$ cat src/rtl/core_pkg.sv
// Shared spike-packet geometry and small helpers for the neuromorphic core.
package core_pkg;

    localparam int NUM_AXONS      = 256;
    localparam int NUM_TICKS      = 16;
    localparam int AXON_W         = $clog2(NUM_AXONS);
    localparam int TICK_W         = $clog2(NUM_TICKS);
    localparam int SPIKE_PKT_W    = AXON_W + TICK_W;
    localparam int AXON_FIELD_MSB = SPIKE_PKT_W - 1;
    localparam int AXON_FIELD_LSB = TICK_W;

    function automatic int ptr_w(input int depth);
        return $clog2(depth);
    endfunction

endpackage

$ cat src/rtl/spike_fifo_mem.sv
// Spike FIFO storage: register array, one write port, one async read port.
module spike_fifo_mem
    import core_pkg::*;
#(
    parameter int WIDTH = SPIKE_PKT_W,
    parameter int DEPTH = 16
) (
    input  logic                    clk,
    input  logic                    we,
    input  logic [ptr_w(DEPTH)-1:0] waddr,
    input  logic [WIDTH-1:0]        wdata,
    input  logic [ptr_w(DEPTH)-1:0] raddr,
    output logic [WIDTH-1:0]        rdata
);

    logic [WIDTH-1:0] mem [DEPTH];

    always_ff @(posedge clk) begin
        if (we) begin
            mem[waddr] <= wdata;
        end
    end

    assign rdata = mem[raddr];

endmodule

$ cat src/rtl/axon_spike_fifo.sv
// Router-to-Controller spike FIFO: standard or fall-through read, occupancy,
// almost_full back-pressure and sticky overflow/underflow flags.
module axon_spike_fifo
    import core_pkg::*;
#(
    parameter int WIDTH     = SPIKE_PKT_W,
    parameter int DEPTH     = 16,
    parameter int FWFT      = 0,
    parameter int AF_THRESH = 12
) (
    input  logic                  clk,
    input  logic                  rst,
    input  logic [WIDTH-1:0]      din,
    input  logic                  wr_en,
    input  logic                  rd_en,
    input  logic                  clr_err,
    output logic [WIDTH-1:0]      dout,
    output logic                  valid,
    output logic                  wr_ack,
    output logic                  empty,
    output logic                  full,
    output logic                  almost_full,
    output logic [ptr_w(DEPTH):0] count,
    output logic                  overflow,
    output logic                  underflow
);

    localparam int PW = ptr_w(DEPTH);
    localparam int CW = PW + 1;

    if ((DEPTH < 2) || ((DEPTH & (DEPTH - 1)) != 0)) begin : g_bad_depth
        $error("axon_spike_fifo: DEPTH must be a power of two >= 2");
    end
    if ((AF_THRESH < 1) || (AF_THRESH > DEPTH)) begin : g_bad_af
        $error("axon_spike_fifo: AF_THRESH must be in 1..DEPTH");
    end

    logic [PW-1:0]    wr_ptr;
    logic [PW-1:0]    rd_ptr;
    logic [WIDTH-1:0] rdata;
    logic [WIDTH-1:0] dout_q;
    logic             valid_q;
    logic             readable;
    logic             pop_acc;
    logic             wr_acc;

    assign readable    = (count != '0);
    assign pop_acc     = rd_en && readable;
    assign wr_acc      = wr_en && (!full || pop_acc);
    assign full        = (count == CW'(DEPTH));
    assign almost_full = (count >= CW'(AF_THRESH));
    assign empty       = !readable;

    // Fall-through exposes the head directly; standard mode shows the popped word.
    assign dout  = (FWFT != 0) ? rdata : dout_q;
    assign valid = (FWFT != 0) ? readable : valid_q;

    spike_fifo_mem #(
        .WIDTH (WIDTH),
        .DEPTH (DEPTH)
    ) u_mem (
        .clk   (clk),
        .we    (wr_acc && rst),
        .waddr (wr_ptr),
        .wdata (din),
        .raddr (rd_ptr),
        .rdata (rdata)
    );

    always_ff @(posedge clk) begin
        if (!rst) begin
            wr_ptr  <= '0;
            rd_ptr  <= '0;
            count   <= '0;
            wr_ack  <= 1'b0;
            dout_q  <= '0;
            valid_q <= 1'b0;
        end else begin
            wr_ack  <= wr_acc;
            valid_q <= pop_acc;
            if (wr_acc) begin
                wr_ptr <= wr_ptr + PW'(1);
            end
            if (pop_acc) begin
                rd_ptr <= rd_ptr + PW'(1);
                dout_q <= rdata;
            end
            count <= count + CW'(wr_acc) - CW'(pop_acc);
        end
    end

    always_ff @(posedge clk) begin
        if (!rst) begin
            overflow  <= 1'b0;
            underflow <= 1'b0;
        end else if (clr_err) begin
            overflow  <= 1'b0;
            underflow <= 1'b0;
        end else begin
            if (wr_en && full && !pop_acc) begin
                overflow <= 1'b1;
            end
            if (rd_en && !readable) begin
                underflow <= 1'b1;
            end
        end
    end

endmodule

$ cat config.mk
export PLATFORM = sky130hd
export DESIGN_NAME = axon_spike_fifo
export DESIGN_NICKNAME = d
export VERILOG_FILES = /design/src/rtl/core_pkg.sv /design/src/rtl/spike_fifo_mem.sv /design/src/rtl/axon_spike_fifo.sv
export SDC_FILE = /design/constraint.sdc
export NUM_CORES = 1
export LEC_CHECK = 0
export BUFFER_PORTS_ARGS = -buffer_cell sky130_fd_sc_hd__buf_2
export CAP_MARGIN = 20
export CELL_PAD_IN_SITES_DETAIL_PLACEMENT = 1
export CELL_PAD_IN_SITES_GLOBAL_PLACEMENT = 1
export CORE_ASPECT_RATIO = 0.5
export CORE_MARGIN = 2
export CORE_UTILIZATION = 55
export DETAILED_ROUTE_END_ITERATION = 7
export PLACE_DENSITY = 0.81
export SETUP_SLACK_MARGIN = 0.4
export SLEW_MARGIN = 5
export SYNTH_ARGS = -nofsm -noshare
export SYNTH_HDL_FRONTEND = slang
export SYNTH_SLANG_ARGS = --single-unit
$ cat constraint.sdc
create_clock -name clk -period 7.08 [get_ports clk]
set_clock_uncertainty 0.15 [all_clocks]
set_input_delay 0.354 -clock clk [delete_from_list [all_inputs] [get_ports clk]]
set_output_delay 0.354 -clock clk [all_outputs]
set_load 0.02 [all_outputs]
* Word-level counts from Yosys, hierarchy flattened
Memory sizes are Yosys's and may differ from the RTL's. A register that Yosys moved wholly into a read port is not among the register bits. Index checks and enable logic that the tools add are counted.
Word-level totals: memory bits (writable) 192, memories kept 1, register bits 17
Cells by class: bitwise gates (word level) 1, reduce and logical (&&, ||, !) cells 13, $add $sub $neg 4, equality and inequality tests 1, muxes and demuxes 2, $lt $le $gt $ge 1
Memories:
- u_mem.mem | depth 16, width 12, read ports 1, clocked after memory_dff 1, write ports 1, RTL line spike_fifo_mem.sv:16 | logic [WIDTH-1:0] mem [DEPTH];
Operators by type and width (number):
- adder 4 x 1 -> 4 bit (second input constant) | 2
- logical AND 1 bit | 6
- adder 5 x 1 -> 5 bit | 1
- equality test 5 bit (second input constant) | 1
- >= comparator 5 x 4 -> 1 bit (second input constant) | 1
- nonzero test 5 bit | 1
- subtractor 5 x 1 -> 5 bit | 1
- zero test 1 bit | 4
- two-way mux 1 bit | 2
- OR reduction 2 bit | 1
- logical OR 1 bit | 1
- inverter 1 bit | 1

* Logic depth before layout (Yosys ltp)
depth in word-level cells 7, gate-level depth with buffers 14

* Modules after synthesis
From an unflattened synthesis, not the netlist that was laid out.
Unflattened totals: cell total of the unflattened synthesis 462, area, all modules 8612.0 um^2
By module, submodules not included:
- spike_fifo_mem | times used 1, cells an instance 317, area an instance 7359.6 um^2
- axon_spike_fifo | times used 1, cells an instance 145, area an instance 1252.5 um^2

* Worst setup path after synthesis
Ideal clock, no wire load.
path type reg2reg, start register count[2], end register count[4], path slack 4.226 ns, clock period less this slack 2.854 ns, cell stages (with the launch flop) 14, arrival time 2.589 ns, cells stage by stage dfxtp_1 > inv_1 > ha_1 > or4b_1 > buf_6 > nand2_8 > or2_1 > nand2_1 > ha_1 > fa_1 > a21oi_1 > nor2_1 > nor3_1 > and3b_1
Between the ends: longest elaborated chain between the ends 6, elaborated cells on any way between the ends 8, classes of those cells add/sub: 2; eq/ne: 1; reduce/logical: 5
RTL lines:
- start, declared | RTL line axon_spike_fifo.sv:23 | output logic [ptr_w(DEPTH):0] count,
- start signal, assigned | RTL line axon_spike_fifo.sv:88 | count <= count + CW'(wr_acc) - CW'(pop_acc);
- equality test 5 bit or nonzero test 5 bit (tied branches) | RTL line axon_spike_fifo.sv:50, axon_spike_fifo.sv:47
- zero test 1 bit or logical AND 1 bit (tied branches) | RTL line axon_spike_fifo.sv:49, axon_spike_fifo.sv:48
- logical OR 1 bit | RTL line axon_spike_fifo.sv:49 | assign wr_acc = wr_en && (!full || pop_acc);
- logical AND 1 bit | RTL line axon_spike_fifo.sv:49
- adder 5 x 1 -> 5 bit | RTL line axon_spike_fifo.sv:88
- subtractor 5 x 1 -> 5 bit * | RTL line axon_spike_fifo.sv:88
Every way passes the cells marked *; elsewhere a longest branch is shown, timed or not. A chain may end at the register's enable or synchronous reset.

* Worst setup path in the final report
Same ends and word-level chain as after synthesis.

==> results.sh <==
export IMPL_status="completed"
export IMPL_layoutNonFillerInstCount=716
export IMPL_hold_start="din[3]"
export IMPL_crit_start="count[2]$_SDFF_PN0_"
export IMPL_p_clk_frac=0.334
export IMPL_peakVddDrop_mv=0.2298
export IMPL_grt_pass1_wl_um=29530
export IMPL_critPathKind="flop to flop"
export IMPL_p_leak_nw=3.254
export IMPL_fillCellCount=1320
export IMPL_setup_viol_count_final=0
export IMPL_ys_seq_elements=221
export IMPL_post_route_drc_count=0
export IMPL_die_y_um=92.93
export IMPL_drt_initial_drc_count=355
export IMPL_grt_pass1_vias=4858
export IMPL_hold_class="primary input to flop"
export IMPL_post_synth_top_count_cell="edfxtp_1"
export IMPL_yosysWarnings=0
export IMPL_sequentialPowerShare=0.482
export IMPL_start_kind="flop"
export IMPL_layout_drive_gt1_share=0.2813
export IMPL_synth_top_cells_by_area="edfxtp_1 66%, mux4_2 12%, dfxtp_1 6.7%"
export IMPL_initial_utilization=0.5629
export IMPL_clock_latency_ns=0.51
export IMPL_fin_total_pwr_mw=3.234
export IMPL_finalMaxSlewViolations=0
export IMPL_ys_types=42
export IMPL_regToRegSetupSlack_ns=3.84
export IMPL_yosysTopAreaCell="edfxtp_1"
export IMPL_diodes=0
export IMPL_rr_startpoint="count[2]$_SDFF_PN0_"
export IMPL_port_buffers=40
export IMPL_internal_power_mw=2.356
export IMPL_syn_area_per_cell_um2=19.77
export IMPL_synth_main_ff_cell="edfxtp_1"
export IMPL_slew_headroom=0.3230
export IMPL_die_w_um=181.9
export IMPL_synth_edf_count=192
export IMPL_numCtsBuffers=20
export IMPL_fin_crit_sh=0.4577
export IMPL_cts_sinks=221
export IMPL_worstRegToRegCells=12
export IMPL_grt_overflow=0
export IMPL_via_per_inst=6.172
export IMPL_routed_wl_um=19270
export IMPL_finalInstanceArea_um2=9803
export IMPL_switching_share=0.2715
export IMPL_p_sw_mw=0.8779
export IMPL_syn_area_um2=8700
export IMPL_grt_max_degree=52
export IMPL_drtPass1Iterations=5
export IMPL_placed_area_um2=9114
export IMPL_antenna_found_initial=0
export IMPL_cp_max_fo=18
export IMPL_synth_fp_nets=470
export IMPL_cts_htree_levels=1
export IMPL_yosysSeqAreaShare=0.7295
export IMPL_min_path_cells=1
export IMPL_finalHoldViolations=0
export IMPL_required_ns=7.33
export IMPL_final_nets=528
export IMPL_route_vias_total=4419
export IMPL_dp_hpwl_um=11610
export IMPL_end_kind="flop"
export IMPL_tns_ns=0
export IMPL_utilization=0.6343
export IMPL_grt_util_all_layers=0.2445
export IMPL_ant_nets=0
export IMPL_async_reset_ff_frac=0
export IMPL_fmax_ghz=0.3086
export IMPL_cts_setup_buffers=0
export IMPL_area_growth_pct=12.69
export IMPL_period_minus_slack_ns=3.241
export IMPL_cts_tree="built"
export IMPL_worst_slew_pin_slew_ns=1.015
export IMPL_synth_commonest_cells="192 x edfxtp_1, 48 x mux4_2, 29 x dfxtp_1"
export IMPL_powerDensity_nw_per_um2=329.9
export IMPL_cap_violations=0
export IMPL_std_cell_rows=32
export IMPL_dieArea_um2=16900
export IMPL_cp_arrival_ns=3.49
export IMPL_cts_path_max_buffers=3
export IMPL_syn_inst=440
export IMPL_core_area_um2=15450
export IMPL_routedWlPerCell_um=26.91
export IMPL_clockRootBuffer="clkbuf_16"
export IMPL_synth_top_area_frac=0.6627
export IMPL_placed_cells=677
export IMPL_gp_congestion=0.7396
export IMPL_grt_setup_unrepaired="no"
export IMPL_p_comb_frac=0.184
export IMPL_ioPinCount=41
export IMPL_cts_clk_slew_worst_paths_ns=0.07
-- logic make-up after synthesis --
| logic type | after synthesis | synth area share |
|---|---|---|
| multiplexers | 76 | 0.1565 |
| AO/OA/AOI/OAI | 22 | 0.01927 |
| adder cells (fa/ha/maj) | 13 | 0.01956 |
| XOR/XNOR | 5 | 0.005035 |
| buffers and inverters | 32 | 0.02359 |
| AND/OR/NAND/NOR | 71 | 0.04660 |
| flip-flops | 221 | 0.7295 |
-- what timing repair did --
action,4_1_cts,5_1_grt
setup endpoints to repair,0,0
hold endpoints to repair,2,0
gates resized for setup,0,0
hold buffers,2,0
-- final cells by class --
type / instances / area [µm²] / area share
clock buffer: 25 / 529.3 / 0.05399
timing repair buffer: 60 / 375.4 / 0.03829
clock inverter: 11 / 112.6 / 0.01149
multi-input combinational: 187 / 2148 / 0.2191
tap: 204 / 255.2 / 0.02604
inverter: 8 / 30.03 / 0.003063
sequential: 221 / 6352 / 0.6480
-- through the flow --
stage,hold WS [ns],setup slack [ns]
finish,0.06433,3.839
global route,0.07455,3.557
CTS,0.04653,3.812
detailed placement,0.3278,3.828
global placement,0.2978,3.934
floorplan,0.3029,4.226
-- state kept, by name, summed over array words and instances, names as in the netlist --
| name | flops |
|---|---|
| count | 5 |
| dout | 12 |
| overflow | 1 |
| rd_ptr | 4 |
| u_mem.mem | 192 |
| underflow | 1 |
| valid | 1 |
| wr_ack | 1 |
| wr_ptr | 4 |
-- final timing paths --
check	end
max	count[4]$_SDFF_PN0_
min	u_mem.mem[7][3]$_DFFE_PP_
max reg2reg	count[4]$_SDFF_PN0_
min reg2reg	underflow$_SDFFE_PP0P_
-- metal layers --
layer  track usage  up-vias  wire length, µm
met2        0.3838      226             9044
li1              -     1875                -
met1        0.3419     2278             8192
met5             0        -                0
met3       0.05663       40             1546
met4       0.08871        0              486
-- placed cells by master (no fill, tap or decap), drive strengths merged, types with 3 or more instances in the layout --
master and instances:
inv 8, o221ai 12, nand2b 3, edfxtp 192
nor2 21, or2 4, nand3 15, clkbuf 25
mux2i 28, nand2 9, a21oi 4, ha 12
and2 8, clkinv 8, dfxtp 29, mux4 48
buf 58, xnor2 3
-- worst max-delay path, cell delays in order, from the launching register on --
cell	delay (ns)
dfxtp_1	0.35
inv_1	0.10
ha_1	0.18
or4b_1	0.68
nand2_8	0.27
or2_1	0.19
nand2_1	0.07
ha_1	0.21
fa_1	0.41
a21oi_1	0.15
nor2_1	0.06
nor3_1	0.12
and3b_1	0.19
-- power by group through the flow --
stage | registers [mW] | clock network, mW | logic [mW]
5_1_grt | 1.57 | 1.14 | 0.650
4_1_cts | 1.60 | 1.09 | 0.554
3_3_place_gp | 1.63 | 0 | 0.528
3_5_place_dp | 1.63 | 0 | 0.548
6_report | 1.56 | 1.08 | 0.594
2_1_floorplan | 1.57 | 0 | 0.455
(Power assumes the default switching activity.)
